--- config.mk ---
export PLATFORM = sky130hd
export DESIGN_NAME = ps2_keycode_rx
export DESIGN_NICKNAME = d
export VERILOG_FILES = /design/src/rtl/ps2_keycode_rx.sv
export SDC_FILE = /design/constraint.sdc
export NUM_CORES = 1
export LEC_CHECK = 0
export ABC_AREA = 1
export BUFFER_PORTS_ARGS = -buffer_cell sky130_fd_sc_hd__buf_2
export CORE_UTILIZATION = 57
export CTS_BUF_LIST = sky130_fd_sc_hd__clkbuf_4 sky130_fd_sc_hd__clkbuf_8 sky130_fd_sc_hd__clkbuf_16
export CTS_CLUSTER_DIAMETER = 80
export DETAILED_ROUTE_END_ITERATION = 16
export PLACE_DENSITY = 0.81
export SLEW_MARGIN = 20
export SYNTH_ARGS = -nofsm -noshare
export SYNTH_HDL_FRONTEND = slang
export SYNTH_SLANG_ARGS = --single-unit
export TNS_END_PERCENT = 50
--- constraint.sdc ---
create_clock -name Clk -period 3.5 [get_ports Clk]
set_input_delay 0.525 -clock Clk [delete_from_list [all_inputs] [get_ports Clk]]
set_output_delay 0.525 -clock Clk [all_outputs]
set_load 0.005 [all_outputs]
--- src/rtl/ps2_keycode_rx.sv ---
// PS/2 Set-2 keyboard receiver: conditions pins, deserialises frames, maps game keys to HID codes (build option PS2_RX_PARITY_CHECK_EN).
// Latency: byte_strobe/rx_byte one Clk after the filtered stop-bit sample, keycode/key_event one Clk after byte_strobe.
// Backpressure: none; the keyboard cannot be stalled, so every accepted byte is decoded immediately.
module ps2_keycode_rx #(
    parameter int FILTER_LEN     = 8,
    parameter int TIMEOUT_CYCLES = 100000
) (
    input  logic       Clk,
    input  logic       Reset_n,
    input  logic       ps2_clk,
    input  logic       ps2_data,
    output logic [7:0] keycode,
    output logic       key_event,
    output logic       byte_strobe,
    output logic [7:0] rx_byte,
    output logic       frame_err
);

    localparam int FW = $clog2(FILTER_LEN + 1);
    localparam int TW = $clog2(TIMEOUT_CYCLES + 1);

    typedef enum logic [1:0] {
        S_IDLE,
        S_DATA,
        S_PARITY,
        S_STOP
    } state_t;

    logic [1:0]    clk_sync;
    logic [1:0]    dat_sync;
    logic          filt_clk;
    logic [FW-1:0] filt_cnt;
    logic          fall;
    logic          samp_bit;

    state_t        state, state_nxt;
    logic [2:0]    bit_cnt, bit_cnt_nxt;
    logic [7:0]    shift, shift_nxt;
    logic          par_bit, par_nxt;
    logic [TW-1:0] to_cnt;
    logic          par_ok;
    logic          accept;
    logic          err;

    logic          ext_flag;
    logic          brk_flag;
    logic [7:0]    hid;

    always_ff @(posedge Clk or negedge Reset_n) begin
        if (!Reset_n) begin
            clk_sync <= 2'b11;
            dat_sync <= 2'b11;
        end else begin
            clk_sync <= {clk_sync[0], ps2_clk};
            dat_sync <= {dat_sync[0], ps2_data};
        end
    end

    // Glitch filter; the data bit is captured together with the filtered falling edge.
    always_ff @(posedge Clk or negedge Reset_n) begin
        if (!Reset_n) begin
            filt_clk <= 1'b1;
            filt_cnt <= '0;
            fall     <= 1'b0;
            samp_bit <= 1'b1;
        end else begin
            fall <= 1'b0;
            if (clk_sync[1] == filt_clk) begin
                filt_cnt <= '0;
            end else if (filt_cnt == FW'(FILTER_LEN - 1)) begin
                filt_clk <= clk_sync[1];
                filt_cnt <= '0;
                fall     <= filt_clk;
                samp_bit <= dat_sync[1];
            end else begin
                filt_cnt <= filt_cnt + FW'(1);
            end
        end
    end

`ifdef PS2_RX_PARITY_CHECK_EN
    assign par_ok = ^{shift, par_bit};
`else
    assign par_ok = 1'b1;
`endif

    always_comb begin
        state_nxt   = state;
        bit_cnt_nxt = bit_cnt;
        shift_nxt   = shift;
        par_nxt     = par_bit;
        accept      = 1'b0;
        err         = 1'b0;
        if (state != S_IDLE && !fall && to_cnt == TW'(TIMEOUT_CYCLES - 1)) begin
            err       = 1'b1;
            state_nxt = S_IDLE;
        end else if (fall) begin
            case (state)
                S_IDLE: begin
                    if (!samp_bit) begin
                        state_nxt   = S_DATA;
                        bit_cnt_nxt = 3'd0;
                    end
                end
                S_DATA: begin
                    shift_nxt   = {samp_bit, shift[7:1]};
                    bit_cnt_nxt = bit_cnt + 3'd1;
                    if (bit_cnt == 3'd7) begin
                        state_nxt = S_PARITY;
                    end
                end
                S_PARITY: begin
                    par_nxt   = samp_bit;
                    state_nxt = S_STOP;
                end
                S_STOP: begin
                    state_nxt = S_IDLE;
                    if (samp_bit && par_ok) begin
                        accept = 1'b1;
                    end else begin
                        err = 1'b1;
                    end
                end
                default: state_nxt = S_IDLE;
            endcase
        end
    end

    always_ff @(posedge Clk or negedge Reset_n) begin
        if (!Reset_n) begin
            state       <= S_IDLE;
            bit_cnt     <= 3'd0;
            shift       <= 8'h00;
            par_bit     <= 1'b0;
            to_cnt      <= '0;
            byte_strobe <= 1'b0;
            rx_byte     <= 8'h00;
            frame_err   <= 1'b0;
        end else begin
            state       <= state_nxt;
            bit_cnt     <= bit_cnt_nxt;
            shift       <= shift_nxt;
            par_bit     <= par_nxt;
            to_cnt      <= (fall || state == S_IDLE) ? '0 : to_cnt + TW'(1);
            byte_strobe <= accept;
            frame_err   <= err;
            if (accept) begin
                rx_byte <= shift;
            end
        end
    end

    function automatic logic [7:0] hid_lookup(input logic ext, input logic [7:0] code);
        case ({ext, code})
            9'h01C:  return 8'h04;
            9'h023:  return 8'h07;
            9'h01D:  return 8'h1A;
            9'h01B:  return 8'h16;
            9'h174:  return 8'h4F;
            9'h16B:  return 8'h50;
            9'h172:  return 8'h51;
            9'h175:  return 8'h52;
            default: return 8'h00;
        endcase
    endfunction

    assign hid = hid_lookup(ext_flag, rx_byte);

    // Break only releases the key if it is the one currently shown.
    always_ff @(posedge Clk or negedge Reset_n) begin
        if (!Reset_n) begin
            keycode   <= 8'h00;
            key_event <= 1'b0;
            ext_flag  <= 1'b0;
            brk_flag  <= 1'b0;
        end else begin
            key_event <= 1'b0;
            if (frame_err) begin
                ext_flag <= 1'b0;
                brk_flag <= 1'b0;
            end else if (byte_strobe) begin
                if (rx_byte == 8'hE0) begin
                    ext_flag <= 1'b1;
                end else if (rx_byte == 8'hF0) begin
                    brk_flag <= 1'b1;
                end else begin
                    ext_flag <= 1'b0;
                    brk_flag <= 1'b0;
                    if (hid != 8'h00) begin
                        if (brk_flag) begin
                            if (keycode == hid) begin
                                keycode   <= 8'h00;
                                key_event <= 1'b1;
                            end
                        end else if (keycode != hid) begin
                            keycode   <= hid;
                            key_event <= 1'b1;
                        end
                    end
                end
            end
        end
    end

endmodule

==> flow_summary_export.csv <==
group,metric,value,unit
place,placed_cell_area,0.00333,mm^2
finish,syn2layout_area_growth,12.2,%
place,hpwl,4550,um
synth,yosysSeqAreaShare,47.8,%
finish,final_nets,438,
synth,synth.avg_cell_area,8.00,um^2
sta,finalCriticalPeriod,2530,ps
synth,yosys.area.top_type,"dfrtp_1",
synth,synthArstFlopShare,100,%
floorplanning,pin_count,23,
floorplanning,rows,26,
routing,postRouteAntennaNets,0,
floorplanning,die_area,0.00584,mm^2
global_routing,grt_max_degree,34,
setup_path,path_common_cell,"nand2_1",
routing,num_vias,2676,
clock_network,cts_buffer_depth,2,
finish,fin_cells,499,
synth,yosys_warnings,0,
clock_network,numCtsBuffers,9,
setup_path,crit_slowest_cell,"dfrtp_1",
status,status,"finished clean",
finish,layout-drive-gt1-share,15.4,%
routing,routed_wl,6190,um
place,dp_cells,483,
sta,rsz0062_at_grt,"false",
clock_network,clkSinkCount,60,
routing,vias_per_cell,5.36,
floorplanning,initial_utilization,60.7,%
global_routing,grt_overflow,0,
routing,drtPass1Iterations,4,
place,dp_slack,980,ps
clock_network,cts_htree_levels,3,
sta,fin_setup_tns,0,ps
routing,drc,0,
clock_network,cts_setup_buffers,0,
place,portBuffers,20,
setup_path,cp.arrival,2750,ps
setup_path,cpPeakStageDelay,390,ps
sta,skew,7.97,ps
clock_network,cts_resized,0,
setup_path,cp_num_buf_inv,2,
synth,ys_seq_elements,60,
sta,finalCritPeriodShare,72.3,%
synth,synth_area,0.00316,mm^2
setup_path,worstPathRequired,3720,ps
min_path,hp-class,"input port to async pin",
clock_network,cts_tree,"built",
global_routing,grt_pass1_wl,11200,um
synth,synth_edf_count,0,
sta,setup_slack,971,ps
floorplanning,fp.coreArea,0.00520,mm^2
pwr,power,1.48,mW
place,place.gp.congestion,0.918,
setup_path,critical_path.cell_chain,"inv_1 -> nand2_1 -> nor2_2 -> nand3_2 -> nand2_1 -> xnor2_1 -> nand3_1 -> nor2_1 -> nand2_1 -> ha_1 -> nor2_1 -> nand4_1 -> a21oi_4 -> inv_2 -> nand2_1 -> nand2_1",
finish,diodes,0,
setup_path,critPathMaxFanout,10,
sta,finalHoldViolCount,0,
synth,syn_inst,395,
run,maxCapViolations,0,
setup_path,crit_family,"simple AND/OR/NAND/NOR gates",
sta,relSlewSlack,44.5,%
synth,ys_top_cells_by_area,"dfrtp_1, nand2_1, inv_1, nor2_1, dfstp_2",
clock_network,clk_latency,340,ps
pwr,vdd.ir_drop.worst,0.331,mV
clock_network,root_buffer,"clkbuf_8",
sta,maxSlewViolCount,0,
global_routing,grt_antenna_before_repair,0,
clock_network,clk_pin_slew_worst_paths,60,ps
setup_path,crit_type,"register to register",
synth,synth_top_area_share,42.8,%
global_routing,gr-usage-all-layers,24.3,%
synth,yosys.cell_types.count,36,
setup_path,cp-start-kind,"register",
floorplanning,die_w,76.4,um
synth,ys.flop_type,"dfrtp_1",
sta,fmax,395,MHz
floorplanning,dieHeight,76.4,um
finish,final_cell_area,0.00354,mm^2
setup_path,cp-end-kind,"register",
sta,tightest_slew,827,ps
clock_network,cts_hold_buf,0,
routing,wl_per_cell,12.4,um
pwr,power_density,419,mW/mm^2
pwr,p_leak,1.77,nW
routing,drt_iter0_drc,118,
sta,setup_viol,0,
global_routing,first_global_vias,2569,
[final cells by class]
class,instances,area [um^2]
clock buffers,15,181
flip-flops and latches,60,1510
fillers,435,1660
clock inverters,1,30.0
inverters,64,240
multi-input cells,268,1390
well taps,70,87.6
repair buffers,21,108
[sequential cells by signal, indices dropped and copies added, names as in the netlist, 2 cells and up]
register  flops
dat_sync      2
keycode       6
clk_sync      2
shift         8
rx_byte       8
filt_cnt      4
bit_cnt       3
to_cnt       17
state         2
[final timing paths]
kind | startpoint | to | slack, ps | cells after the start
max | rx_byte[7] | keycode[4] | 970 | 16
min | Reset_n | rx_byte[4] | 250 | 1
max reg2reg | rx_byte[7] | keycode[4] | 970 | 16
min reg2reg | dat_sync[0] | dat_sync[1] | 360 | 0
max in group asynchronous | Reset_n | dat_sync[1] | 2390 | 2
min in group Clk | ps2_clk | clk_sync[0] | 280 | 1
[Yosys cell counts (all sizes together), types with 2 or more instances]
library cell and count:
a21oi 19, buf 3, dfrtp 54, dfstp 6
ha 10, inv 64, nand2 91, nand3 27
nand3b 2, nand4 9, nor2 50, nor3 15
nor4 2, o21ai 29, xnor2 3, xor2 2
[logic make-up (layout without fill, tap and decap cells)]
kind of cell    after synthesis  after routing  share of synthesized area [%]
compound gates               54             54                           9.51
xor+xnor                      5              5                           1.39
fa+ha+maj                    10             10                           3.96
buf+inv                      68            101                           8.36
flops                        60             60                           47.8
other cells                   1              2                          0.119
simple gates                197            197                           28.9
[through the flow]
| stage | hold slack (ps) | utilization, % |
|---|---|---|
| 3_3_place_gp | 346 | 64.0 |
| 6_report | 252 | 68.1 |
| 3_5_place_dp | 348 | 64.0 |
| 4_1_cts | 265 | 68.1 |
| 2_1_floorplan | 229 | - |
| 5_1_grt | 263 | 68.1 |
[per-layer routing]
metal / vias up / global-route usage (%) / wire, um
met1: 1269 / 30.2 / 2790
met5: - / 0 / 0
met2: 72 / 40.5 / 3000
met3: 17 / 6.11 / 285
li1: 1318 / - / -
met4: 0 / 9.62 / 119
[cells in the final DEF (no fill, tap or decap), types with 2 or more instances in the layout]
cell type	n
nor2_1	43
nor4_1	2
nor3_1	12
nand2_2	4
buf_2	20
inv_1	63
o21ai_0	27
clkbuf_4	4
xnor2_1	3
ha_1	10
nand3_1	23
o21ai_1	2
nand4_1	9
dfstp_2	6
nand3_2	4
clkbuf_8	11
nor3_2	3
conb_1	2
nand2_1	87
xor2_1	2
nor2_2	6
a21oi_1	17
dfrtp_1	54
[worst reg2reg max path: cells and delay by family, from the launching register on]
| kind | cells | cell delay, ps |
|---|---|---|
| flops | 1 | 390 |
| simple gates | 11 | 1270 |
| xor+xnor | 1 | 160 |
| fa+ha+maj | 1 | 170 |
| buf+inv | 2 | 170 |
| compound gates | 1 | 270 |
[power breakdown]
group | internal [mW] | switching [mW]
logic | 0.0262 | 0.0575
registers | 0.728 | 0.0193
clock network | 0.400 | 0.253
Note: power is estimated with default switching activity, not from simulation.
